$ cat config.mk
export PLATFORM = sky130hd
export DESIGN_NAME = mmap_loader_flat
export DESIGN_NICKNAME = d
export VERILOG_FILES = /design/src/rtl/mmap_loader_if.sv /design/src/rtl/mmap_loader.sv /design/src/flat_wrapper.sv
export SDC_FILE = /design/constraint.sdc
export NUM_CORES = 1
export LEC_CHECK = 0
export BUFFER_PORTS_ARGS = -buffer_cell sky130_fd_sc_hd__buf_2
export CAP_MARGIN = 10
export CORE_ASPECT_RATIO = 1.25
export CORE_MARGIN = 2
export CORE_UTILIZATION = 29
export DETAILED_ROUTE_END_ITERATION = 7
export GPL_TIMING_DRIVEN = 1
export SLEW_MARGIN = 5
export SYNTH_ARGS = -nofsm -noshare
export SYNTH_HDL_FRONTEND = slang
export SYNTH_SLANG_ARGS = --single-unit
$ cat constraint.sdc
create_clock -name i_clk -period 2.4 [get_ports i_clk]
set_clock_uncertainty 0.2 [all_clocks]
set_input_delay 0.48 -clock i_clk [delete_from_list [all_inputs] [get_ports i_clk]]
set_output_delay 0.48 -clock i_clk [all_outputs]
set_load 0.02 [all_outputs]
$ cat src/rtl/mmap_loader_if.sv
// rtl/mmap_loader_if.sv - payload stream and shared-BRAM port bundle for mmap_loader
interface mmap_loader_if #(
  parameter int AW = 10
);
  logic          i_valid;
  logic [31:0]   i_data;
  logic          o_ready;
  logic          o_we;
  logic [AW-1:0] o_waddr;
  logic [31:0]   o_wdata;
  logic [AW-1:0] o_raddr;
  logic [31:0]   i_rdata;

  modport slave (
    input  i_valid, i_data, i_rdata,
    output o_ready, o_we, o_waddr, o_wdata, o_raddr
  );

  modport master (
    output i_valid, i_data, i_rdata,
    input  o_ready, o_we, o_waddr, o_wdata, o_raddr
  );
endinterface

$ cat src/rtl/mmap_loader.sv
// rtl/mmap_loader.sv - loads a payload into shared BRAM, kicks the engine, polls for completion
module mmap_loader #(
  parameter int AW        = 10,
  parameter int NWORDS    = 7,
  parameter int DONE_ADDR = 8,
  parameter int TIMEOUT   = 1024
) (
  input  logic          i_clk,
  input  logic          i_rst,
  mmap_loader_if.slave  bus,
  output logic          o_busy,
  output logic          o_done,
  output logic          o_timeout
);
  localparam int CW = $clog2(NWORDS + 1);
  localparam int TW = $clog2(TIMEOUT);

  localparam logic [2:0] S_LOAD  = 3'd0;
  localparam logic [2:0] S_START = 3'd1;
  localparam logic [2:0] S_POLL  = 3'd2;
  localparam logic [2:0] S_CLR0  = 3'd3;
  localparam logic [2:0] S_CLR1  = 3'd4;
  localparam logic [2:0] S_FIN   = 3'd5;

  localparam logic [AW-1:0] DONE_A = AW'(DONE_ADDR);

  logic [2:0]    state_q, state_d;
  logic [CW-1:0] count_q, count_d;
  logic [TW-1:0] timer_q, timer_d;
  logic          ok_q, ok_d;
  logic          ready_q, ready_d;
  logic          we_q, we_d;
  logic [AW-1:0] waddr_q, waddr_d;
  logic [31:0]   wdata_q, wdata_d;
  logic          busy_q, busy_d;
  logic          done_q, done_d;
  logic          to_q, to_d;
  logic          unused_rdata;

  assign unused_rdata = ^bus.i_rdata[31:1];

  always_comb begin
    state_d = state_q;
    count_d = count_q;
    timer_d = timer_q;
    ok_d    = ok_q;
    ready_d = 1'b0;
    we_d    = 1'b0;
    waddr_d = waddr_q;
    wdata_d = wdata_q;
    done_d  = 1'b0;
    to_d    = 1'b0;
    case (state_q)
      S_LOAD: begin
        ready_d = 1'b1;
        if (bus.i_valid && ready_q) begin
          we_d    = 1'b1;
          waddr_d = AW'(count_q) + AW'(1);
          wdata_d = bus.i_data;
          count_d = count_q + CW'(1);
          if (count_q == CW'(NWORDS - 1)) begin
            ready_d = 1'b0;
            state_d = S_START;
          end
        end
      end
      S_START: begin
        we_d    = 1'b1;
        waddr_d = '0;
        wdata_d = 32'h1;
        timer_d = '0;
        state_d = S_POLL;
      end
      S_POLL: begin
        // timer==0 marks the first poll cycle, whose read predates the start write
        if (timer_q != '0 && bus.i_rdata[0]) begin
          ok_d    = 1'b1;
          state_d = S_CLR0;
        end else if (timer_q == TW'(TIMEOUT - 1)) begin
          ok_d    = 1'b0;
          state_d = S_CLR0;
        end else begin
          timer_d = timer_q + TW'(1);
        end
      end
      S_CLR0: begin
        we_d    = 1'b1;
        waddr_d = '0;
        wdata_d = 32'h0;
        state_d = S_CLR1;
      end
      S_CLR1: begin
        we_d    = 1'b1;
        waddr_d = DONE_A;
        wdata_d = 32'h0;
        state_d = S_FIN;
      end
      S_FIN: begin
        done_d  = ok_q;
        to_d    = ~ok_q;
        ready_d = 1'b1;
        count_d = '0;
        state_d = S_LOAD;
      end
      default: begin
        ready_d = 1'b1;
        count_d = '0;
        state_d = S_LOAD;
      end
    endcase
    busy_d = (state_d != S_LOAD) || (count_d != '0);
  end

  always_ff @(posedge i_clk or posedge i_rst) begin
    if (i_rst) begin
      state_q <= S_LOAD;
      count_q <= '0;
      timer_q <= '0;
      ok_q    <= 1'b0;
      ready_q <= 1'b1;
      we_q    <= 1'b0;
      waddr_q <= '0;
      wdata_q <= '0;
      busy_q  <= 1'b0;
      done_q  <= 1'b0;
      to_q    <= 1'b0;
    end else begin
      state_q <= state_d;
      count_q <= count_d;
      timer_q <= timer_d;
      ok_q    <= ok_d;
      ready_q <= ready_d;
      we_q    <= we_d;
      waddr_q <= waddr_d;
      wdata_q <= wdata_d;
      busy_q  <= busy_d;
      done_q  <= done_d;
      to_q    <= to_d;
    end
  end

  assign bus.o_ready = ready_q;
  assign bus.o_we    = we_q;
  assign bus.o_waddr = waddr_q;
  assign bus.o_wdata = wdata_q;
  assign bus.o_raddr = DONE_A;
  assign o_busy      = busy_q;
  assign o_done      = done_q;
  assign o_timeout   = to_q;
endmodule

$ cat src/flat_wrapper.sv
// flat-port wrapper written by rule: the top's interface ports become plain ports
module mmap_loader_flat 
#(
  parameter int AW        = 10,
  parameter int NWORDS    = 7,
  parameter int DONE_ADDR = 8,
  parameter int TIMEOUT   = 1024
)
  (i_clk, i_rst, o_busy, o_done, o_timeout, bus_i_valid, bus_i_data, bus_i_rdata, bus_o_ready, bus_o_we, bus_o_waddr, bus_o_wdata, bus_o_raddr);
  mmap_loader_if #(.AW(AW)) bus_i ();
  input  logic i_clk;
  input  logic i_rst;
  output logic o_busy;
  output logic o_done;
  output logic o_timeout;
  input wire logic [$bits(bus_i.i_valid)-1:0] bus_i_valid;
  input wire logic [$bits(bus_i.i_data)-1:0] bus_i_data;
  input wire logic [$bits(bus_i.i_rdata)-1:0] bus_i_rdata;
  output wire logic [$bits(bus_i.o_ready)-1:0] bus_o_ready;
  output wire logic [$bits(bus_i.o_we)-1:0] bus_o_we;
  output wire logic [$bits(bus_i.o_waddr)-1:0] bus_o_waddr;
  output wire logic [$bits(bus_i.o_wdata)-1:0] bus_o_wdata;
  output wire logic [$bits(bus_i.o_raddr)-1:0] bus_o_raddr;
  assign bus_i.i_valid = bus_i_valid;
  assign bus_i.i_data = bus_i_data;
  assign bus_i.i_rdata = bus_i_rdata;
  assign bus_o_ready = bus_i.o_ready;
  assign bus_o_we = bus_i.o_we;
  assign bus_o_waddr = bus_i.o_waddr;
  assign bus_o_wdata = bus_i.o_wdata;
  assign bus_o_raddr = bus_i.o_raddr;
  mmap_loader #(.AW(AW), .NWORDS(NWORDS), .DONE_ADDR(DONE_ADDR), .TIMEOUT(TIMEOUT)) u_core (.i_clk(i_clk), .i_rst(i_rst), .bus(bus_i), .o_busy(o_busy), .o_done(o_done), .o_timeout(o_timeout));
endmodule
== Yosys cells after proc, flatten, opt, wreduce, memory -nomap -nowiden ==
Cells that the tools add are included.
Storage, ports and cells
  register bits after elaboration: 64
  bits in writable memories: 0
  output and inout port bits: 57
  latch bits: 0
  memories kept: 0
  memory bits (read-only): 0
Operators by class
  shift-type cells: 0
  add/subtract/negate cells: 3
  equal/unequal tests: 10
  multiply operators: 0
  mux-type cells: 23
  reduce and logical (&&, ||, !) cells: 19
  bitwise gates (word level): 1
  magnitude comparators: 0
  div/mod/pow operators: 0
Operator list (count)
  case mux 32 bit (3 select lines): 1
  two-way mux 32 bit: 1
  two-way mux 10 bit: 3
  case mux 10 bit (3 select lines): 1
  case mux 10 bit (2 select lines): 1
  two-way mux 3 bit: 5
  case mux 3 bit (5 select lines): 1
  nonzero test 3 bit: 4
  adder 10 x 1 -> 10 bit (second input constant): 1
  equality test 10 bit (second input constant): 1
  nonzero test 10 bit: 1
  equality test 3 bit (second input constant): 3
  two-way mux 1 bit: 7
  equality test 3 x 2 -> 1 bit (second input constant): 2
  case mux 3 bit (2 select lines): 1
  AND reduction 2 bit: 3
  adder 3 x 1 -> 4 bit (second input constant): 1
  inequality test 2 bit (second input constant): 2
  case mux 1 bit (2 select lines): 2
  nonzero test 2 bit: 2
  OR reduction 2 bit: 2
  OR reduction 4 bit: 1
  adder 3 x 1 -> 3 bit (second input constant): 1
  equality test 3 x 1 -> 1 bit (second input constant): 1
  7 further kinds: 8

== Depth between registers and ports, before layout ==
Gate-level depths: netlist of the first run.
  word-level depth: 6
  gate-level depth with buffers: 7

== Worst setup path after synthesis of the first run ==
OpenSTA, ideal clock, no wires.
  path kind: register -> register
  from: reg u_core.timer_q[0]
  to: reg u_core.timer_q[1]
  stages on the path, launching flop included: 7
  arrival: 1.706 ns
  setup time: 0.128 ns
  period minus slack after synthesis: 2.033 ns
  data required time: 2.072 ns
  path slack: 0.367 ns
  path through: dfrtp_1 ha_1 and3_1 and4_4 buf_6 nor3_1 mux2_1
On the way
  cells in the longest elaborated chain, start to end: 4
  elaborated cells on any way between the ends: 10
  those cells by class: add/sub (1); eq/ne (3); mux (3); reduce/logical (3)
RTL lines
  start: declaration: RTL line mmap_loader.sv:29  | logic [TW-1:0] timer_q, timer_d;
  start signal: assignment: RTL line mmap_loader.sv:130  | timer_q <= timer_d;
  adder 10 x 1 -> 10 bit / nonzero test 10 bit (equally long branches): RTL line mmap_loader.sv:83, mmap_loader.sv:76
  two-way mux 10 bit / logical AND 1 bit (equally long branches): RTL line mmap_loader.sv:79, mmap_loader.sv:76
  two-way mux 10 bit / inequality test 2 bit (equally long branches)
  case mux 10 bit (2 select lines) / AND reduction 3 bit (equally long branches)
Several ways; a longest one is shown, not always the timed one. The select of a mux whose other input is x is not followed.
A chain may end at the register's enable or synchronous reset.

== Worst setup path after layout of the first run ==
Ends and elaborated chain as after synthesis.

==> metrics, run 1 <==
status=completed; path depth of the worst reg2reg path=7; Hold WS=0.000302 ns; Hold WC Path Type=in2async; post-route ant nets=0; clk_lat worst skew=0.32 ns; Clk network pwr share=~28%; YS warnings=0; initial antenna violation count=0; Synth Area per Inst=11.3 sq um; Final Hold Vio Count=0; Max Slew Vio Count=0; Adder-Cell Fraction of Synth Area=under 10%; RSZ-0062 raised after global routing=no; gr usage total=about an eighth; Final Cell Area=3420 sq um; Post CTS Setup Buffer Count=0; Max Freq=about 460 MHz; Worst EP arrival=2.19 ns; placed inst area=3130 sq um; Area Growth Syn to Fin=27.6%; mux share of post-synthesis cell area=2.33%; CTS max path bufs=2; Worst Setup End Kind=flop; largest net degree at the start of global routing=59; vias in the first global route=2057; Switch Pwr=approximately 1.7 mW; CTS Hold Bufs=0; final worst-path cycle share=roughly 90%; Die W=approximately 90 um; power share of the combinational group=37.5%; Post-synth EDFFs=0; fin util=around 38%; Pint=about 2.8 mW; Required @ worst endpoint=2.40 ns; CP Launch Type=flop; Leak=around 1.7 nW; Seq cells post-synth=between 50 and 60; main combinational cell family by area after synthesis=compound AO/OA/AOI/OAI gates; min Tclk post-route=2.19 ns; largest cells by area after synthesis=dfrtp_1, a22o_1, buf_4; cell area power density=1320 nW/um^2; register area share after synthesis=between 50 and 60%; DPL Wire Length=between 3 and 4 mm; Synth Area in Compound Gates=between 10% and 20%; grt ovf=0; FFs w/ async S/R, synth=100%; Peak VDD IR=~480 uV; Vias/cell=between 4 and 5; max_cap viols=0; First DRT Iteration DRCs=65; clock root buffer=clkbuf_16; TNS Setup=0 ns; fin cells=between 400 and 500; Sequential Power Share=between 30% and 40%; Ports=124; post-CTS sizing=0; clk sinks=between 50 and 60; # setup viols final=0; Post-Synthesis Cells=about 240; DIE AREA=about 10000 sq um; post-synth top area share=a little over half; number of distinct library cells after synthesis=46; Yosys top cell by area=dfrtp_1; crit-path max FO=9; ant diodes=0; critical path type=reg2reg; Final nets=slightly below 400; final WL=5.83 mm; simple-gate share of the synthesized area=13.5%; WL per Instance=13.3 um; Synth Flop Type=dfrtp_1; CTS tree=done; # rows=39; Pre-Repair DR Iteration Count=4; vias post-DR=around 2000; clock-pin transition on the worst setup and hold timing paths=0.05 ns; share of layout cells above drive strength 1=about 33%; DRC viols=0; core area=9080 sq um; die height=roughly 110 um; global placement routability congestion=between 0.8 and 0.9; Sw Share=between 30% and 40%; Cell Area, Synth=between 2000 and 3000 sq um; IO Port Bufs=76; Initial Util=just under 30%; TritonCTS Buffers=9; H-tree depth=3; placed cells=around 430; global-route wire length before repair=9.92 mm; xor and xnor area share after synthesis=less than 1%
==> power by group through the flow <==
stage / Combinational [mW] / Clock (mW) / Sequential, mW
4_1_cts: 1.73 / 1.29 / 1.58
6_report: 1.70 / 1.25 / 1.58
3_5_place_dp: 1.73 / 0 / 1.58
5_1_grt: 1.88 / 1.33 / 1.63
2_1_floorplan: 1.03 / 0 / 1.77
3_3_place_gp: 1.68 / 0 / 1.58
==> per-stage QoR <==
stage / power (mW) / worst slack [ns]
global route: 4.84 / 0.0673
detailed placement: 3.31 / 0.231
global placement: 3.26 / 0.298
floorplan: 2.79 / 0.294
CTS: 4.59 / 0.178
finish: 4.53 / 0.213
==> registers in the layout, summed over array words and instances (netlist names) <==
name and cells:
u_core.bus.o_ready 1, u_core.bus.o_waddr 4, u_core.bus.o_wdata 32, u_core.bus.o_we 1
u_core.count_q 3, u_core.o_busy 1, u_core.o_done 1, u_core.o_timeout 1
u_core.ok_q 1, u_core.state_q 3, u_core.timer_q 10
==> cell type report <==
cell class                 count  area, sq um
clock buffer                  11          253
clock inverter                 3         40.0
fill                         937         5660
inverter                      10         37.5
multi-input combinational    153         1030
sequential                    58         1450
tap                          123          154
timing repair buffer          82          450
==> logic make-up after synthesis <==
group / after synthesis
AO/OA/AOI/OAI: 64
XOR/XNOR: 2
adder cells (fa/ha/maj): 4
buffers and inverters: 41
flip-flops: 58
multiplexers: 6
other: 2
AND/OR/NAND/NOR: 61
==> cell usage in the layout (no fill, tap or decap), drive strengths merged, types with 5 or more instances in the layout <==
cell,count
nor3,5
clkbuf,11
or4,5
nand3,5
inv,10
buf,82
a21oi,8
dfrtp,57
a22o,32
conb,16
and3,6
nor2,5
nand2,17
o21ai,10
==> synth_stat cells (all sizes together), types with 2 or more instances <==
| cell type | instances |
|---|---|
| o21ai | 10 |
| mux2i | 4 |
| inv | 10 |
| nand3 | 5 |
| nor3 | 5 |
| and2 | 4 |
| buf | 30 |
| nand2b | 2 |
| o31ai | 4 |
| or4 | 5 |
| and4 | 2 |
| ha | 4 |
| a22o | 32 |
| nand4 | 3 |
| mux2 | 2 |
| xnor2 | 2 |
| a21oi | 8 |
| dfrtp | 57 |
| a31oi | 2 |
| nand2 | 17 |
| and3 | 6 |
| conb | 2 |
| nor2 | 5 |
==> critical path, stage by stage, from the launching register on <==
cell	delay, ns
dfrtp_1	0.42
inv_1	0.08
ha_1	0.13
nor4b_2	0.22
a31oi_1	0.17
buf_4	0.19
nor3_1	0.29
mux2_1	0.36
==> layer usage <==
layer / track usage (%) / part of all wire (%)
met1: 15.1 / 45
met3: 2.84 / 5.8
met4: 7.28 / 2.2
met5: 0 / 0
met2: 19.7 / 47
==> path summary, 6_finish.rpt <==
path / end / slack (ns) / start
max in group asynchronous: u_core.bus.o_ready / 1.69 / i_rst
min in group i_clk: u_core.bus.o_wdata[24] / 0.18 / bus_i_data[24]
worst max register to register: u_core.timer_q[1] / 0.21 / u_core.timer_q[0]
worst min register to register: u_core.o_timeout / 0.27 / u_core.ok_q
worst min-delay path: u_core.bus.o_wdata[16] / 0.0003 / i_rst
worst max-delay path: u_core.timer_q[1] / 0.21 / u_core.timer_q[0]
Note: power is estimated with default switching activity, not from simulation.
==> run 2: changes to the inputs <==
Settings changed: RECOVER_POWER set to 100.
==> metrics, run 2 (synthesis gave the netlist of run 1 again) <==
Final nets=385 (unchanged); R2R Path End=u_core.timer_q[1] (unchanged); commonest non-fill, non-tap cell in the layout=dfrtp_1 (was buf_2); Worst EP arrival=2.20 ns (was 2.19 ns); Worst Hold Path Cells=2; CP Launch Type=flop (unchanged); placed inst area=3130 sq um (unchanged); vias post-DR=2063 (was 2042); Multi-input gate area=1030 sq um (about the same); critical path type=reg2reg (unchanged); setup slack, reg-to-reg=0.20 ns (was 0.21 ns); hold path startpoint=bus_i_data[24]; CTS tree=done (unchanged); core area=9080 sq um (unchanged); Pre-Repair DR Iteration Count=4 (unchanged); vias in the first global route=2057 (unchanged); CTS max path bufs=2 (unchanged); gr usage total=12.3% (unchanged); Layout fillers=949 (was 937); clock-pin transition on the worst setup and hold timing paths=0.05 ns (about the same); Clk network pwr share=28.1% (was 27.6%); DIE AREA=10000 sq um (unchanged); WL per Instance=13.3 um (about the same); TNS Setup=0 ns (unchanged); IO Port Bufs=76 (unchanged); die height=111 um (unchanged); Max Freq=455 MHz (was 457 MHz); Ports=124 (unchanged); Die W=90.0 um (unchanged); clk_lat worst skew=0.32 ns (about the same); ant diodes=0 (unchanged); DPL Wire Length=3.90 mm (unchanged); max_cap viols=0 (unchanged); Initial Util=29.5% (unchanged); CTS Hold Bufs=0 (unchanged); share of layout cells above drive strength 1=18.9% (was 33.4%); Reg-to-Reg Start=u_core.timer_q[0] (unchanged); Peak VDD IR=479 uV (was 482 uV); Switch Pwr=1.68 mW (about the same); Slew HR=5.02%; Sequential Power Share=35.5% (was 34.9%); max reg flops=32 (unchanged); Final Hold Vio Count=0 (unchanged); final WL=5.87 mm (was 5.83 mm); largest net degree at the start of global routing=59 (unchanged); DRC viols=0 (unchanged); crit-path max FO=9 (unchanged); Required @ worst endpoint=2.40 ns (about the same); Area Growth Syn to Fin=24.8% (was 27.6%); global placement routability congestion=0.814 (unchanged); First DRT Iteration DRCs=58 (was 65); path depth of the worst reg2reg path=7 (unchanged); status=completed (unchanged); post-route ant nets=0 (unchanged); TritonCTS Buffers=9 (unchanged); final worst-path cycle share=91.5% (was 91.1%); WHS Endpoint=u_core.bus.o_wdata[24]; Storage cell area=1450 sq um (unchanged); Hold WC Path Type=in2reg (was in2async); post-CTS sizing=0 (unchanged); H-tree depth=3 (unchanged); Worst Setup End Kind=flop (unchanged); Pint=2.77 mW (was 2.85 mW); worst slew pin tran=between 1 and 1.5 ns; cell area power density=1330 nW/um^2 (was 1320 nW/um^2); initial antenna violation count=0 (unchanged); crit path launch=u_core.timer_q[0] (unchanged); grt ovf=0 (unchanged); min Tclk post-route=2.20 ns (was 2.19 ns); # rows=39 (unchanged); Max Slew Vio Count=0 (unchanged); global-route wire length before repair=9.92 mm (unchanged); RSZ-0062 raised after global routing=no (unchanged); clk sinks=58 (unchanged); Vias/cell=4.69 (was 4.64); power share of the combinational group=36.4% (was 37.5%); Leak=1.56 nW (was 1.73 nW); clock root buffer=clkbuf_16 (unchanged); Final Cell Area=3350 sq um (was 3420 sq um); # setup viols final=0 (unchanged); Post CTS Setup Buffer Count=0 (unchanged); Sw Share=37.8% (was 37.1%); most frequent cells in the layout=dfrtp_1, clkbuf_1, buf_2 (was buf_2, dfrtp_1, a22o_1)
[run 2: through the flow]
step                      power, mW  worst slack, ns  utilization (%)  hold WS, ns  instances
after detailed placement       3.31            0.231             34.5        0.261        426
after global routing           4.76           0.0554             36.9        0.170        440
after CTS                      4.59            0.178             37.7       0.0233        440
final                          4.45            0.204             36.9        0.172        440
after global placement         3.26            0.298             34.5        0.258        426
after floorplan                2.79            0.294                -        0.214        252
[run 2: worst max-delay path by stage]
stage,slack [ns],endpoint
3_3_place_gp,0.30,u_core.timer_q[1]
3_5_place_dp,0.23,u_core.timer_q[1]
5_1_grt,0.06,u_core.timer_q[1]
4_1_cts,0.18,u_core.timer_q[1]
6_report,0.20,u_core.timer_q[1]
2_1_floorplan,0.29,u_core.bus.o_waddr[0]
[run 2: layout make-up]
cell class | instances | share of cell area [%]
tap | 123 | 4.60
multi-input combinational | 153 | 30.7
clock inverter | 3 | 1.20
inverter | 10 | 1.12
clock buffer | 11 | 7.55
timing repair buffer | 82 | 11.4
sequential | 58 | 43.4
[run 2: layer usage]
layer  global-route usage, %  share of wire, %  wire length, um  up-vias
li1                        -                 -                -      990
met3                    2.84               5.5              322        9
met4                    7.28               2.3              133        0
met2                    19.7                46             2700       74
met1                    15.1                46             2710      990
met5                       0                 0                0        -
[run 2: critical path, stage by stage, from the launching register on]
cell,delay [ns]
dfrtp_1,0.42
inv_1,0.08
ha_1,0.13
nor4b_2,0.23
a31oi_1,0.17
buf_4,0.19
nor3_1,0.29
mux2_1,0.36
[run 2: power groups by stage]
| stage | clock network [mW] | registers [mW] | logic [mW] |
|---|---|---|---|
| after global placement | 0 | 1.58 | 1.68 |
| after global routing | 1.33 | 1.64 | 1.80 |
| after floorplan | 0 | 1.77 | 1.03 |
| after CTS | 1.29 | 1.58 | 1.73 |
| final | 1.25 | 1.58 | 1.62 |
| after detailed placement | 0 | 1.58 | 1.73 |
==> run 3: changes to the inputs <==
Clock period 2.4 ns to 2.8 ns, I/O delays scaled along.
==> metrics, run 3 (synthesis gave the netlist of run 1 again) <==
post-CTS sizing=0 (unchanged); H-tree depth=3 (unchanged); dpl ws=0.567 ns (was 0.231 ns); Final nets=383 (was 385); min Tclk post-route=2.36 ns (was 2.20 ns); Required @ worst endpoint=2.80 ns (was 2.40 ns); Max Freq=424 MHz (was 455 MHz); ant diodes=0 (unchanged); clk_lat worst skew=0.32 ns (about the same); vias in the first global route=2066 (was 2057); Vias/cell=4.74 (was 4.69); crit-path max FO=13 (was 9); clock-pin transition on the worst setup and hold timing paths=0.05 ns (about the same); # setup viols final=0 (unchanged); Worst Setup End Kind=flop (unchanged); cell area power density=1130 nW/um^2 (was 1330 nW/um^2); core area=9080 sq um (unchanged); final worst-path cycle share=84.1% (was 91.5%); fin cells=439 (was 440); grt ovf=0 (unchanged); Die W=90.0 um (unchanged); Worst EP arrival=2.36 ns (was 2.20 ns); initial antenna violation count=0 (unchanged); CTS tree=done (unchanged); Pre-Repair DR Iteration Count=5 (was 4); WL per Instance=13.0 um (was 13.3 um); global placement routability congestion=0.784 (was 0.814); post-route ant nets=0 (unchanged); Max Slew Vio Count=0 (unchanged); vias post-DR=2079 (was 2063); clock root buffer=clkbuf_16 (unchanged); share of layout cells above drive strength 1=18.0% (was 18.9%); Hold WS=0.252 ns (was 0.172 ns); First DRT Iteration DRCs=71 (was 58); clk sinks=58 (unchanged); critical path type=reg2reg (unchanged); CTS Hold Bufs=0 (unchanged); Slew HR=5.90% (was 5.02%); largest net degree at the start of global routing=59 (unchanged); RSZ-0062 raised after global routing=no (unchanged); final WL=5.71 mm (was 5.87 mm); TNS Setup=0 ns (unchanged); status=completed (unchanged); DRC viols=0 (unchanged); gr usage total=12.0% (was 12.3%); Leak=1.54 nW (was 1.56 nW); Setup WS post-layout=0.444 ns (was 0.204 ns); die height=111 um (unchanged); Layout fillers=979 (was 949); CTS max path bufs=2 (unchanged); max_cap viols=0 (unchanged); TritonCTS Buffers=9 (unchanged); Final Hold Vio Count=0 (unchanged); Initial Util=29.5% (unchanged); Ports=124 (unchanged); # rows=39 (unchanged); IO Port Bufs=76 (unchanged); fin util=36.5% (was 36.9%); worst slew pin tran=1.41 ns (was 1.42 ns); DIE AREA=10000 sq um (unchanged); Peak VDD IR=337 uV (was 479 uV); placed cells=424 (was 426); most frequent cells in the layout=dfrtp_1, clkbuf_1, buf_2 (unchanged); global-route wire length before repair=9.70 mm (was 9.92 mm); Area Growth Syn to Fin=23.6% (was 24.8%); DPL Wire Length=3.87 mm (was 3.90 mm); Hold WC Path Type=in2reg (unchanged); max reg flops=32 (unchanged); Post CTS Setup Buffer Count=0 (unchanged); commonest non-fill, non-tap cell in the layout=dfrtp_1 (unchanged); CP Launch Type=flop (unchanged)
run 3: where the power goes:
part	leakage, nW	switching [mW]	internal [mW]
Clock	0.142	0.359	0.704
Sequential	0.756	0.245	1.12
Combinational	0.646	0.825	0.495
Total	1.54	1.43	2.32
run 3: final timing paths:
check                                        from                     end  slack (ns)  depth (start not counted)
worst max-delay path            u_core.state_q[0]           u_core.o_busy        0.44                          4
worst min-delay path               bus_i_data[20]  u_core.bus.o_wdata[20]        0.25                          2
worst max register to register  u_core.state_q[0]           u_core.o_busy        0.44                          4
worst min register to register        u_core.ok_q        u_core.o_timeout        0.26                          1
max in group asynchronous                   i_rst   u_core.bus.o_wdata[4]        1.05                          3
min in group asynchronous                   i_rst  u_core.bus.o_wdata[15]        0.52                          3
run 3: worst max-delay path, cell delays in order, from the launching register on:
cell	delay, ns
dfrtp_1	0.52
nor3_1	0.47
and2_1	0.54
nand2_1	0.14
a221o_1	0.37
run 3: cell type report:
type	count	area (sq um)	area share, %
Sequential cell	58	1450	43.9
Tap cell	123	154	4.65
Multi-Input combinational cell	153	1030	31.1
Clock inverter	3	40.0	1.21
Clock buffer	12	246	7.44
Inverter	10	37.5	1.13
Timing Repair Buffer	80	353	10.7
run 3: through the flow:
stage | power [mW] | cell area (sq um)
after floorplan | 2.39 | 2730
after global placement | 2.75 | 3090
after detailed placement | 2.78 | 3090
after CTS | 3.86 | 3370
after global routing | 3.99 | 3310
final | 3.74 | 3310
run 3: per-layer routing:
| layer | vias to the layer above | track usage, % | part of all wire (%) |
|---|---|---|---|
| met5 | - | 0 | 0 |
| met4 | 0 | 7.38 | 2.0 |
| met3 | 11 | 2.57 | 4.9 |
| met2 | 75 | 19.1 | 48 |
| met1 | 1017 | 14.9 | 45 |
| li1 | 976 | - | - |
